==> config.mk <==
export PLATFORM = sky130hd
export DESIGN_NAME = chunked_serial_adder
export DESIGN_NICKNAME = d
export VERILOG_FILES = /design/src/rtl/adder_pkg.sv /design/src/rtl/chunk_add.sv /design/src/rtl/chunked_serial_adder.sv
export SDC_FILE = /design/constraint.sdc
export NUM_CORES = 1
export LEC_CHECK = 0
export CAP_MARGIN = 10
export CORE_MARGIN = 3
export CORE_UTILIZATION = 48
export CTS_CLUSTER_SIZE = 20
export DETAILED_ROUTE_END_ITERATION = 6
export GPL_TIMING_DRIVEN = 0
export PLACE_DENSITY = 0.76
export SYNTH_ARGS = -nofsm -noshare
export SYNTH_HDL_FRONTEND = slang
export SYNTH_HIERARCHICAL = 1
export SYNTH_SLANG_ARGS = --single-unit
export TNS_END_PERCENT = 100
==> constraint.sdc <==
create_clock -name clk -period 2.8 [get_ports clk]
set_clock_uncertainty 0.05 [all_clocks]
set_input_delay 0.42 -clock clk [delete_from_list [all_inputs] [get_ports clk]]
set_output_delay 0.42 -clock clk [all_outputs]
set_load 0.01 [all_outputs]
==> src/rtl/adder_pkg.sv <==
// Shared definitions for the chunked serial adder: FSM encoding and a
// width helper for the chunk counter.
package adder_pkg;

  typedef enum logic [1:0] {
    IDLE = 2'b00,
    RUN  = 2'b01,
    DONE = 2'b10
  } state_e;

  // Bits needed to hold 0..value-1, never less than one bit so a
  // single-chunk configuration still gets a legal counter.
  function automatic int clog2(input int value);
    int result;
    result = 1;
    while ((1 << result) < value) begin
      result = result + 1;
    end
    return result;
  endfunction

endpackage

==> src/rtl/chunk_add.sv <==
// CHUNK-bit ripple-carry cell shared by every chunk of the serial adder.
// Also exposes the carry into its top bit so the caller can form signed
// overflow on the final chunk.
module chunk_add #(
  parameter int CHUNK = 4
) (
  input  logic [CHUNK-1:0] x,
  input  logic [CHUNK-1:0] y,
  input  logic             ci,
  output logic [CHUNK-1:0] s,
  output logic             co,
  output logic             c_msb_in
);

  logic [CHUNK:0] carry;

  // Ripple the carry through the chunk one bit at a time.
  always_comb begin
    carry    = '0;
    s        = '0;
    carry[0] = ci;
    for (int i = 0; i < CHUNK; i++) begin
      s[i]       = x[i] ^ y[i] ^ carry[i];
      carry[i+1] = (x[i] & y[i]) | (carry[i] & (x[i] ^ y[i]));
    end
    co       = carry[CHUNK];
    c_msb_in = carry[CHUNK-1];
  end

endmodule

==> src/rtl/chunked_serial_adder.sv <==
// Multi-cycle WIDTH-bit adder that pushes CHUNK bits per clock through a
// single shared chunk_add cell. Operands are latched on accept, the sum is
// assembled in a work register and only published once complete, and the
// result is held until the consumer takes it.
module chunked_serial_adder
  import adder_pkg::*;
#(
  parameter int WIDTH = 16,
  parameter int CHUNK = 4
) (
  input  logic             clk,
  input  logic             rst_n,
  input  logic             in_valid,
  output logic             in_ready,
  input  logic [WIDTH-1:0] a,
  input  logic [WIDTH-1:0] b,
  input  logic             cin,
  output logic             out_valid,
  input  logic             out_ready,
  output logic [WIDTH-1:0] sum,
  output logic             cout,
  output logic             ovf
);

  localparam int NCHUNK = WIDTH / CHUNK;
  localparam int CW     = clog2(NCHUNK);
  localparam logic [CW-1:0] LAST = CW'(NCHUNK - 1);

  if (WIDTH < 1 || CHUNK < 1 || CHUNK > WIDTH || (WIDTH % CHUNK) != 0) begin : gBadParams
    $error("chunked_serial_adder: illegal WIDTH/CHUNK combination");
  end

  state_e            state_q, state_d;
  logic [CW-1:0]     cnt_q, cnt_d;
  logic [WIDTH-1:0]  a_q, a_d;
  logic [WIDTH-1:0]  b_q, b_d;
  logic              carry_q, carry_d;
  logic [WIDTH-1:0]  work_q, work_d;
  logic [WIDTH-1:0]  sum_q, sum_d;
  logic              cout_q, cout_d;
  logic              ovf_q, ovf_d;

  logic [CHUNK-1:0]  chunkX, chunkY, chunkS;
  logic              chunkCo, chunkMsbIn;

  // Select the operand chunk addressed by the counter.
  always_comb begin
    chunkX = a_q[cnt_q*CHUNK +: CHUNK];
    chunkY = b_q[cnt_q*CHUNK +: CHUNK];
  end

  chunk_add #(
    .CHUNK (CHUNK)
  ) u_chunk_add (
    .x        (chunkX),
    .y        (chunkY),
    .ci       (carry_q),
    .s        (chunkS),
    .co       (chunkCo),
    .c_msb_in (chunkMsbIn)
  );

  // Next-state, datapath updates and handshake outputs.
  always_comb begin
    state_d   = state_q;
    cnt_d     = cnt_q;
    a_d       = a_q;
    b_d       = b_q;
    carry_d   = carry_q;
    work_d    = work_q;
    sum_d     = sum_q;
    cout_d    = cout_q;
    ovf_d     = ovf_q;
    in_ready  = 1'b0;
    out_valid = 1'b0;

    case (state_q)
      IDLE: begin
        in_ready = 1'b1;
        if (in_valid) begin
          a_d     = a;
          b_d     = b;
          carry_d = cin;
          cnt_d   = '0;
          state_d = RUN;
        end
      end

      RUN: begin
        work_d[cnt_q*CHUNK +: CHUNK] = chunkS;
        carry_d = chunkCo;
        if (cnt_q == LAST) begin
          sum_d   = work_d;
          cout_d  = chunkCo;
          ovf_d   = chunkCo ^ chunkMsbIn;
          cnt_d   = '0;
          state_d = DONE;
        end else begin
          cnt_d = cnt_q + CW'(1);
        end
      end

      DONE: begin
        out_valid = 1'b1;
        if (out_ready) begin
          state_d = IDLE;
        end
      end

      default: begin
        state_d = IDLE;
      end
    endcase
  end

  // State and datapath registers; reset discards any operation in flight.
  always_ff @(posedge clk) begin
    if (!rst_n) begin
      state_q <= IDLE;
      cnt_q   <= '0;
      a_q     <= '0;
      b_q     <= '0;
      carry_q <= 1'b0;
      work_q  <= '0;
      sum_q   <= '0;
      cout_q  <= 1'b0;
      ovf_q   <= 1'b0;
    end else begin
      state_q <= state_d;
      cnt_q   <= cnt_d;
      a_q     <= a_d;
      b_q     <= b_d;
      carry_q <= carry_d;
      work_q  <= work_d;
      sum_q   <= sum_d;
      cout_q  <= cout_d;
      ovf_q   <= ovf_d;
    end
  end

  assign sum  = sum_q;
  assign cout = cout_q;
  assign ovf  = ovf_q;

endmodule

==> results of run 1 <==
==> worst paths after layout <==
check | startpoint | end | slack [ps] | depth (start not counted)
min | a_q[12] | a_q[12] | 400 | 2
max | cnt_q[0] | sum[15] | -220 | 11
min reg2reg | a_q[12] | a_q[12] | 400 | 2
max reg2reg | cnt_q[0] | sum[15] | -220 | 11
==> per-stage QoR <==
stage	utilization (%)	instance area (sq um)	std cells	setup slack [ps]
floorplan	-	3396	357	-71.40
global placement	61.86	4063	505	-474.2
detailed placement	61.86	4063	505	-511.1
CTS	66.72	4382	528	-206.1
global route	66.98	4399	530	-261.6
finish	66.98	4399	530	-223.6
==> worst min-delay path, cell delays in order, from the launching register on <==
cell and delay (ps):
dfxtp_1 310, nand2_1 50, a21boi_1 50
==> layer usage <==
layer	vias to the layer above	global-route usage, %	wire length (microns)
li1	1396	-	-
met1	1267	25.85	3496
met2	75	34.52	3794
met3	18	4.674	364
met4	0	7.663	199
met5	-	0	0
==> state kept, by name (all words and copies together), names as in the netlist <==
name / cells
work_q: 16
cout: 1
carry_q: 1
state_q: 2
b_q: 16
ovf: 1
a_q: 16
sum: 16
cnt_q: 2
==> layout by cell type (no fill, tap or decap), types with 3 or more instances in the layout <==
cell	Yosys	layout
dfxtp_1	71	70
nand2_1	62	61
clkdlybuf4s50_1	0	55
a21boi_1	22	22
a21oi_1	21	21
o21ai_0	19	18
a32oi_1	16	15
inv_1	15	12
nor2b_1	12	12
nand3_1	12	12
nand2_2	10	11
buf_4	4	11
clkbuf_8	0	11
buf_6	8	9
a21boi_2	9	9
mux4_2	8	8
clkbuf_1	8	7
o21ai_1	6	6
ha_1	6	6
buf_2	6	5
nor2_1	4	4
fa_2	0	4
o2bb2ai_1	3	3
nand3b_1	3	3
a21boi_0	3	3
==> logic make-up (layout without fill, tap and decap cells) <==
| logic type | count (synthesis) | in the layout | synth area share, % |
|---|---|---|---|
| XOR/XNOR | 1 | 1 | 0.2599 |
| buffers and inverters | 44 | 124 | 7.387 |
| AO/OA/AOI/OAI | 106 | 106 | 22.01 |
| flip-flops | 71 | 71 | 42.17 |
| multiplexers | 9 | 9 | 5.642 |
| adder cells (fa/ha/maj) | 10 | 10 | 4.603 |
| AND/OR/NAND/NOR | 116 | 116 | 17.93 |
==> power breakdown <==
| part | switching [mW] | total, mW | leakage [nW] | internal, mW |
|---|---|---|---|---|
| registers | 0.0224 | 1.07 | 0.578 | 1.05 |
| clock network | 0.375 | 0.923 | 0.112 | 0.548 |
| logic | 0.184 | 0.364 | 0.917 | 0.180 |
==> what timing repair did <==
action,in CTS,in global routing
pin swaps,12,1
setup buffers,7,2
gates cloned,0,0
endpoints found under the setup margin,25,13
endpoints found under the hold margin,0,0
gates resized for setup,7,2
==> area by class of cell <==
type | instances | area share [%]
Clock buffer | 11 | 3.441
Sequential cell | 71 | 32.34
Multi-Input combinational cell | 242 | 39.19
Buffer | 29 | 4.892
Clock inverter | 5 | 1.820
Inverter | 15 | 1.337
Timing Repair Buffer | 64 | 14.33
Tap cell | 93 | 2.645
==> impl_metrics.tcl, run 1 <==
set metrics [dict create \
    status "finished with violations" \
    failed_checks "negative setup slack" \
    gpl.final_weighted_congestion 0.8238 \
    setup_viol 9 \
    grt_setup_unrepaired "true" \
    drt.antenna.violating_nets 0 \
    post-route-drc-count 0 \
    synth.lib_cells_used.distinct 43 \
    synth.top_cells.by_area "dfxtp_1 (42%), nand2_1 (6.9%), mux4_2 (5.3%)" \
    whs_ps 403.5 \
    dominantRegCellSynth "dfxtp_1" \
    worst_path_dominant_cell_family "adder cells" \
    synth_sequential_area_ratio_pct 42.17 \
    n_antenna_cell 0 \
    fp.dieW_microns 89.80 \
    finalHoldViolations 0 \
    ioPinCount 57 \
    yosys.cell_count.top_type "dfxtp_1" \
    max-slew-margin-rel_pct 68.80 \
    routed_wire_length_per_instance_microns 14.82 \
    final.setup.tns_ps -1549 \
    max-vdd-ir-drop_v 0.0003504 \
    fp.dieArea_sq_um 8064 \
    portBuffers 55 \
    routed-via-count 2756 \
    power.density_cell_area_nw_per_um2 535.4 \
    final_max_slew_viol_count 0 \
    finalNetCount 479 \
    min-delay-path-class "reg2reg" \
    area.growth.synth_to_final_pct 30.51 \
    p_leak_nw 1.607 \
    starting_density_pct 51.32 \
    filler_cell_count 545 \
    critical_path.max_stage_delay_ps 630 \
    grt_start_max_net_pins 13 \
    cts.reportedPaths.clkPinSlew_ps 70 \
    synthesis.instances 357 \
    grt_antenna_before_repair 0 \
    grt_pass1_vias 2834 \
    async_sr_flop_fraction_pct 0 \
    cp_bufs_invs 4 \
    achievable-frequency_mhz 330.7 \
    clk-insertion-delay-late_ps 340 \
    post-layout-total-power_mw 2.355 \
    period_minus_slack_ps 3024 \
    startpoint_type "flop" \
    syn-num-nets 404 \
    htree_num_levels 3 \
    max-clock-path-buffers 2 \
    placeableCoreArea_sq_um 6568 \
    drive_above_1_share_pct 19.68 \
    routed_wirelength_microns 7854 \
    netlist_area_sq_um 3371 \
    required_time_of_the_worst_setup_path_ps 3020 \
    regArea_sq_um 1423 \
    tritoncts "yes" \
    clock_tree.root_cell "clkbuf_8" \
    synth-warning-count 6 \
    detailedRoute.firstPassIterationCount 4 \
    post_synth_edffs 0 \
    dp.final_hpwl_microns 5652 \
    timing.setup.critical_path_class "reg2reg" \
    multi_input_comb_area_sq_um 1724 \
    viasPerCell 5.200 \
    synth.top_cells.by_count "dfxtp_1 (71), nand2_1 (62), a21boi_1 (22)" \
    max-cap-violations 0 \
    dr.first_iter.drc_count 119 \
    yosys_register_bits 71 \
    holdBufCountCts 0 \
    chipHeight_microns 89.80 \
    synth_area_per_cell_sq_um 9.442 \
    worst_path_most_repeated_cell "fa_2" \
    slowest_stage "fa_2" \
    setup_ws_post_layout_ps -223.6 \
    grt_pass1_wl_microns 13430 \
    fp-row-count 29 \
    yosys.area.top_type "dfxtp_1" \
    gr-total-overflow 0 \
    cp-end-kind "flop" \
    clock_sinks 71 \
    numCtsBuffers 9 \
    worst-path-max-fanout 6 \
    synth.top_cell.area_share_pct 42.17 \
    path_cells "buf_6 -> buf_12 -> mux4_2 -> fa_2 -> inv_2 -> fa_2 -> fa_2 -> inv_2 -> fa_2 -> a32oi_2 -> a21oi_1" \
    worst_ep_arrival_time_ps 3250 \
    groute.usage.overall_pct 20.55 \
    finalCritPeriodShare_pct 108.0 \
    tightest_slew_ps 467.9 \
]
(Power assumes the default switching activity.)
==> run 2: changes to the inputs <==
--- a/config.mk
+++ b/config.mk
@@ -10,7 +10,6 @@
 export CORE_UTILIZATION = 48
 export CTS_CLUSTER_SIZE = 20
 export DETAILED_ROUTE_END_ITERATION = 6
-export GPL_TIMING_DRIVEN = 0
 export PLACE_DENSITY = 0.76
 export SYNTH_ARGS = -nofsm -noshare
 export SYNTH_HDL_FRONTEND = slang
==> constraint.sdc (replaced) <==
create_clock -name clk -period 2.6 [get_ports clk]
set_clock_uncertainty 0.05 [all_clocks]
set_input_delay 0.39 -clock clk [delete_from_list [all_inputs] [get_ports clk]]
set_output_delay 0.39 -clock clk [all_outputs]
set_load 0.01 [all_outputs]
==> impl_metrics.tcl, run 2 (same netlist as run 1, synthesis figures left out) <==
set metrics [dict create \
    status "finished with violations" \
    failed_checks "negative setup slack" \
    placeableCoreArea_sq_um 6568 \
    final_design_area_no_fill_sq_um 4277 \
    n_antenna_cell 0 \
    clk-insertion-delay-late_ps 350 \
    comb_power_share_pct 13.6 \
    sequential_power_share_pct 45.5 \
    finalHoldViolations 0 \
    hold-path-cell-count 2 \
    post-layout-total-power_mw 2.543 \
    end_of_the_worst_register_to_register_path "sum[15]" \
    portBuffers 56 \
    met3WireLength_microns 444 \
    max-clock-path-buffers 2 \
    tritoncts "yes" \
    routed-via-count 2757 \
    final_max_slew_viol_count 0 \
    ioPinCount 57 \
    setup_ws_post_layout_ps -201.5 \
    detailedRoute.firstPassIterationCount 5 \
    power.density_cell_area_nw_per_um2 594.6 \
    cts.reportedPaths.clkPinSlew_ps 70 \
    worst-path-max-fanout 6 \
    routed_wire_length_per_instance_microns 15.04 \
    clock_power_share_pct 40.9 \
    hold-path-endpoint "a_q[15]" \
    clock_tree.root_cell "clkbuf_8" \
    final_common_cell "dfxtp_1" \
    dp.final_hpwl_microns 5261 \
    r2r_setup_slack_ps -200 \
    htree_num_levels 3 \
    gr-total-overflow 0 \
    post-route-drc-count 0 \
    wl_met2_microns 3784 \
    grt_setup_unrepaired "true" \
    timing.setup.critical_path_class "reg2reg" \
    highest_layer "met4" \
    mostFrequentLayoutCells "dfxtp_1 (70), nand2_1 (61), clkdlybuf4s50_1 (55)" \
    switchingPower_mw 0.6049 \
    tightest_slew_ps 556.3 \
    max-cap-violations 0 \
    worst_ep_arrival_time_ps 3030 \
    required_time_of_the_worst_setup_path_ps 2830 \
    hold_path_startpoint "a_q[15]" \
    finalCritPeriodShare_pct 107.7 \
    min-delay-path-class "reg2reg" \
    groute.usage.overall_pct 19.87 \
    area.growth.synth_to_final_pct 26.87 \
    fp.dieW_microns 89.80 \
    period_minus_slack_ps 2801 \
    starting_density_pct 51.32 \
    cellInternalPower_mw 1.938 \
    viasPerCell 5.417 \
    drt.antenna.violating_nets 0 \
    max-vdd-ir-drop_v 0.0002546 \
    grt_start_max_net_pins 37 \
    p_leak_nw 1.540 \
    setup_viol 11 \
    clock_sinks 71 \
    worst-r2r-cell-count 9 \
    finalNetCount 458 \
    cp-end-kind "flop" \
    met1_length_microns 3292 \
    place_inst 491 \
    fp.dieArea_sq_um 8064 \
    layout.cells.non_filler 509 \
    routed_wirelength_microns 7656 \
    power.switching_fraction_pct 23.79 \
    gpl.final_weighted_congestion 0.8534 \
    worst_r2r_startpoint "cnt_q[0]" \
    dpl-instance-area_sq_um 3985 \
    dr.first_iter.drc_count 175 \
    max-slew-margin-rel_pct 62.86 \
    startpoint_type "flop" \
    chipHeight_microns 89.80 \
    numCtsBuffers 9 \
    grt_pass1_vias 2758 \
    grt_pass1_wl_microns 13180 \
    fp-row-count 29 \
    drive_above_1_share_pct 18.03 \
    grt_antenna_before_repair 0 \
    achievable-frequency_mhz 357.0 \
]
-- run 2: final cells by class --
| cell class | instances | area, sq um |
|---|---|---|
| clock inverter | 2 | 60.06 |
| fill | 556 | 2291 |
| tap | 93 | 116.4 |
| inverter | 15 | 58.81 |
| multi-input combinational | 242 | 1738 |
| sequential | 71 | 1425 |
| timing repair buffer | 72 | 695.7 |
| clock buffer | 14 | 182.7 |
-- run 2: repair_timing --
item | 4_1_cts | 5_1_grt
pin swaps | 7 | 3
hold buffers | 0 | 0
hold endpoints to repair | 0 | 0
endpoints found under the setup margin | 10 | 16
setup buffers | 2 | 0
gates resized for setup | 3 | 5
-- run 2: power groups by stage --
stage | sequential [mW] | combinational, mW | clock (mW)
6_report | 1.16 | 0.347 | 1.04
5_1_grt | 1.16 | 0.378 | 1.10
4_1_cts | 1.16 | 0.340 | 1.05
3_5_place_dp | 1.18 | 0.336 | 0
3_3_place_gp | 1.18 | 0.330 | 0
2_1_floorplan | 1.17 | 0.242 | 0
-- run 2: critical path, cell delays in order, from the launching register on --
cell	delay [ps]
dfxtp_4	370
mux4_2	520
fa_2	400
inv_2	60
fa_2	180
fa_2	190
inv_2	40
fa_2	630
a32oi_2	140
a21oi_1	150
-- run 2: through the flow --
stage | worst slack (ps) | utilization (%) | setup TNS (ps) | hold WS (ps)
after floorplan | -271.1 | - | -2246 | 381.9
after global placement | -134.8 | 60.68 | -865.9 | 390.3
after detailed placement | -198.2 | 60.68 | -1384 | 396.6
after CTS | -188.2 | 64.81 | -1465 | 406.3
after global routing | -309.8 | 65.12 | -2660 | 422.5
final | -201.5 | 65.12 | -1415 | 405.5
-- run 2: worst max path at each step --
stage / to / cells after the start / from
floorplan: sum[15] / 11 / cnt_q[0]
global placement: sum[15] / 9 / cnt_q[0]
detailed placement: sum[11] / 9 / cnt_q[0]
CTS: sum[15] / 9 / cnt_q[0]
global route: sum[15] / 9 / cnt_q[0]
finish: sum[15] / 9 / cnt_q[0]
-- run 2: metal layers --
layer | up-vias | global-route usage [%]
li1 | 1351 | -
met4 | 0 | 8.174
met1 | 1294 | 25.11
met3 | 12 | 4.174
met2 | 100 | 33.15
met5 | - | 0
==> run 3: changes to the inputs <==
--- a/config.mk
+++ b/config.mk
@@ -5,10 +5,7 @@
 export SDC_FILE = /design/constraint.sdc
 export NUM_CORES = 1
 export LEC_CHECK = 0
-export CAP_MARGIN = 10
-export CORE_MARGIN = 3
 export CORE_UTILIZATION = 48
-export CTS_CLUSTER_SIZE = 20
 export DETAILED_ROUTE_END_ITERATION = 6
 export PLACE_DENSITY = 0.76
 export SYNTH_ARGS = -nofsm -noshare
==> impl_metrics.tcl, run 3 (same netlist as run 1, synthesis figures left out) <==
set metrics [dict create \
    r2r_setup_slack_ps -170 \
    routed_wire_length_per_instance_microns 14.47 \
    critical_path.max_stage_delay_ps 620 \
    startpoint_type "flop" \
    drt.antenna.violating_nets 0 \
    mostFrequentLayoutCells "dfxtp_1 (70), nand2_1 (61), clkdlybuf4s50_1 (55)" \
    post-layout-total-power_mw 2.360 \
    period_minus_slack_ps 2775 \
    clock_tree.root_cell "clkbuf_8" \
    cts.reportedPaths.clkPinSlew_ps 70 \
    finalCritPeriodShare_pct 106.7 \
    end_of_the_worst_register_to_register_path "sum[15]" \
    drive_above_1_share_pct 17.35 \
    grt_start_max_net_pins 41 \
    worst_path_most_repeated_cell "fa_2" \
    finalHoldViolations 0 \
    fp.dieW_microns 85.80 \
    path_cells "mux4_2 -> fa_2 -> inv_2 -> fa_2 -> fa_2 -> inv_2 -> fa_2 -> a32oi_1 -> a21oi_1" \
    final_max_slew_viol_count 0 \
    groute.usage.overall_pct 22.34 \
    min-delay-path-class "reg2reg" \
    worst_r2r_startpoint "cnt_q[0]" \
    grt_pass1_wl_microns 12520 \
    chipHeight_microns 85.80 \
    tightest_slew_ps 640.1 \
    worst-r2r-cell-count 9 \
    setup_ws_post_layout_ps -174.9 \
    place_inst 493 \
    area.growth.synth_to_final_pct 25.06 \
    max-slew-margin-rel_pct 57.33 \
    status "finished with violations" \
    cp_bufs_invs 2 \
    portBuffers 56 \
    htree_num_levels 3 \
    starting_density_pct 49.61 \
    n_antenna_cell 0 \
    clock_sinks 71 \
    required_time_of_the_worst_setup_path_ps 2830 \
    layout.cells.non_filler 511 \
    grt_setup_unrepaired "true" \
    routed_wirelength_microns 7394 \
    worst_path_dominant_cell_family "adder cells" \
    numCtsBuffers 9 \
    failed_checks "negative setup slack" \
    grt_pass1_vias 2603 \
    p_leak_nw 1.510 \
    grt_antenna_before_repair 0 \
    fp-row-count 30 \
    ioPinCount 57 \
    tritoncts "yes" \
    dp_slack_ps -174.9 \
    clk-insertion-delay-late_ps 350 \
    placeableCoreArea_sq_um 6794 \
    max-vdd-ir-drop_v 0.0002990 \
    power.density_cell_area_nw_per_um2 559.9 \
    post-route-drc-count 0 \
    gr-total-overflow 0 \
    worst_ep_arrival_time_ps 3010 \
    detailedRoute.firstPassIterationCount 5 \
    viasPerCell 5.245 \
    timing.setup.critical_path_class "reg2reg" \
    holdBufCountCts 0 \
    routed-via-count 2680 \
    cp-end-kind "flop" \
    achievable-frequency_mhz 360.4 \
    crit_cells 9 \
    setup.worst_path.end "sum[15]" \
    fp.dieArea_sq_um 7362 \
    final_common_cell "dfxtp_1" \
    slowest_stage "fa_2" \
    max-clock-path-buffers 2 \
    critical_path.startpoint "cnt_q[0]" \
    gpl.final_weighted_congestion 0.8542 \
    setup_viol 11 \
    dr.first_iter.drc_count 161 \
    max-cap-violations 0 \
    finalNetCount 457 \
    dp.final_hpwl_microns 5131 \
    worst-path-max-fanout 6 \
]
-- run 3: cell types whose count changed in the layout (fill, tap and decap cells not counted), sizes merged --
cell    change
buf         -1
clkbuf      -2
clkinv      +3
bufinv      -1
-- run 3: metal layers --
metal	track usage, %	up-vias	wire length, microns
li1	-	1347	-
met1	28.10	1262	3290
met2	37.09	63	3717
met3	5.197	8	296
met4	9.091	0	89
met5	0	-	0
-- run 3: how the worst min path moves through the flow --
stage	startpoint	to	cells past startpoint
after global routing	b_q[2]	b_q[2]	2
final	b_q[6]	b_q[6]	2
after global placement	a_q[1]	a_q[1]	2
after detailed placement	a_q[7]	a_q[7]	2
after floorplan	a_q[10]	a_q[10]	2
after CTS	a_q[7]	a_q[7]	2
-- run 3: area by class of cell --
type                    count  area, sq um
flip-flops and latches     71         1425
clock inverters             4        45.04
repair buffers             71        688.2
multi-input cells         242         1733
clock buffers              12        145.1
inverters                  15        58.81
fillers                   595         2579
well taps                  96        120.1
-- run 3: through the flow --
stage | area, sq um | TNS, ps | hold slack [ps] | util [%]
after floorplan | 3402 | -2246 | 381.9 | -
after global placement | 3981 | -886.9 | 389.6 | 58.60
after detailed placement | 3981 | -1424 | 397.3 | 58.60
after CTS | 4193 | -1253 | 407.1 | 61.71
after global routing | 4215 | -2401 | 424.3 | 62.04
final | 4215 | -1260 | 407.1 | 62.04
-- run 3: worst register-to-register path, stage by stage (launching register included) --
cell     delay, ps
dfxtp_4        370
mux4_2         520
fa_2           400
inv_2           60
fa_2           190
fa_2           190
inv_2           40
fa_2           620
a32oi_1        120
a21oi_1        150
-- run 3: repair_timing --
action,CTS,global route
endpoints found under the setup margin,11,17
buffers inserted,1,1
gates resized for setup,3,6
gates cloned,0,0
pin swaps,5,4
-- run 3: report_power, final --
group,total [mW],internal [mW],switching [mW]
clock network,0.860,0.465,0.394
registers,1.16,1.13,0.0303
logic,0.344,0.164,0.180
total,2.36,1.76,0.605
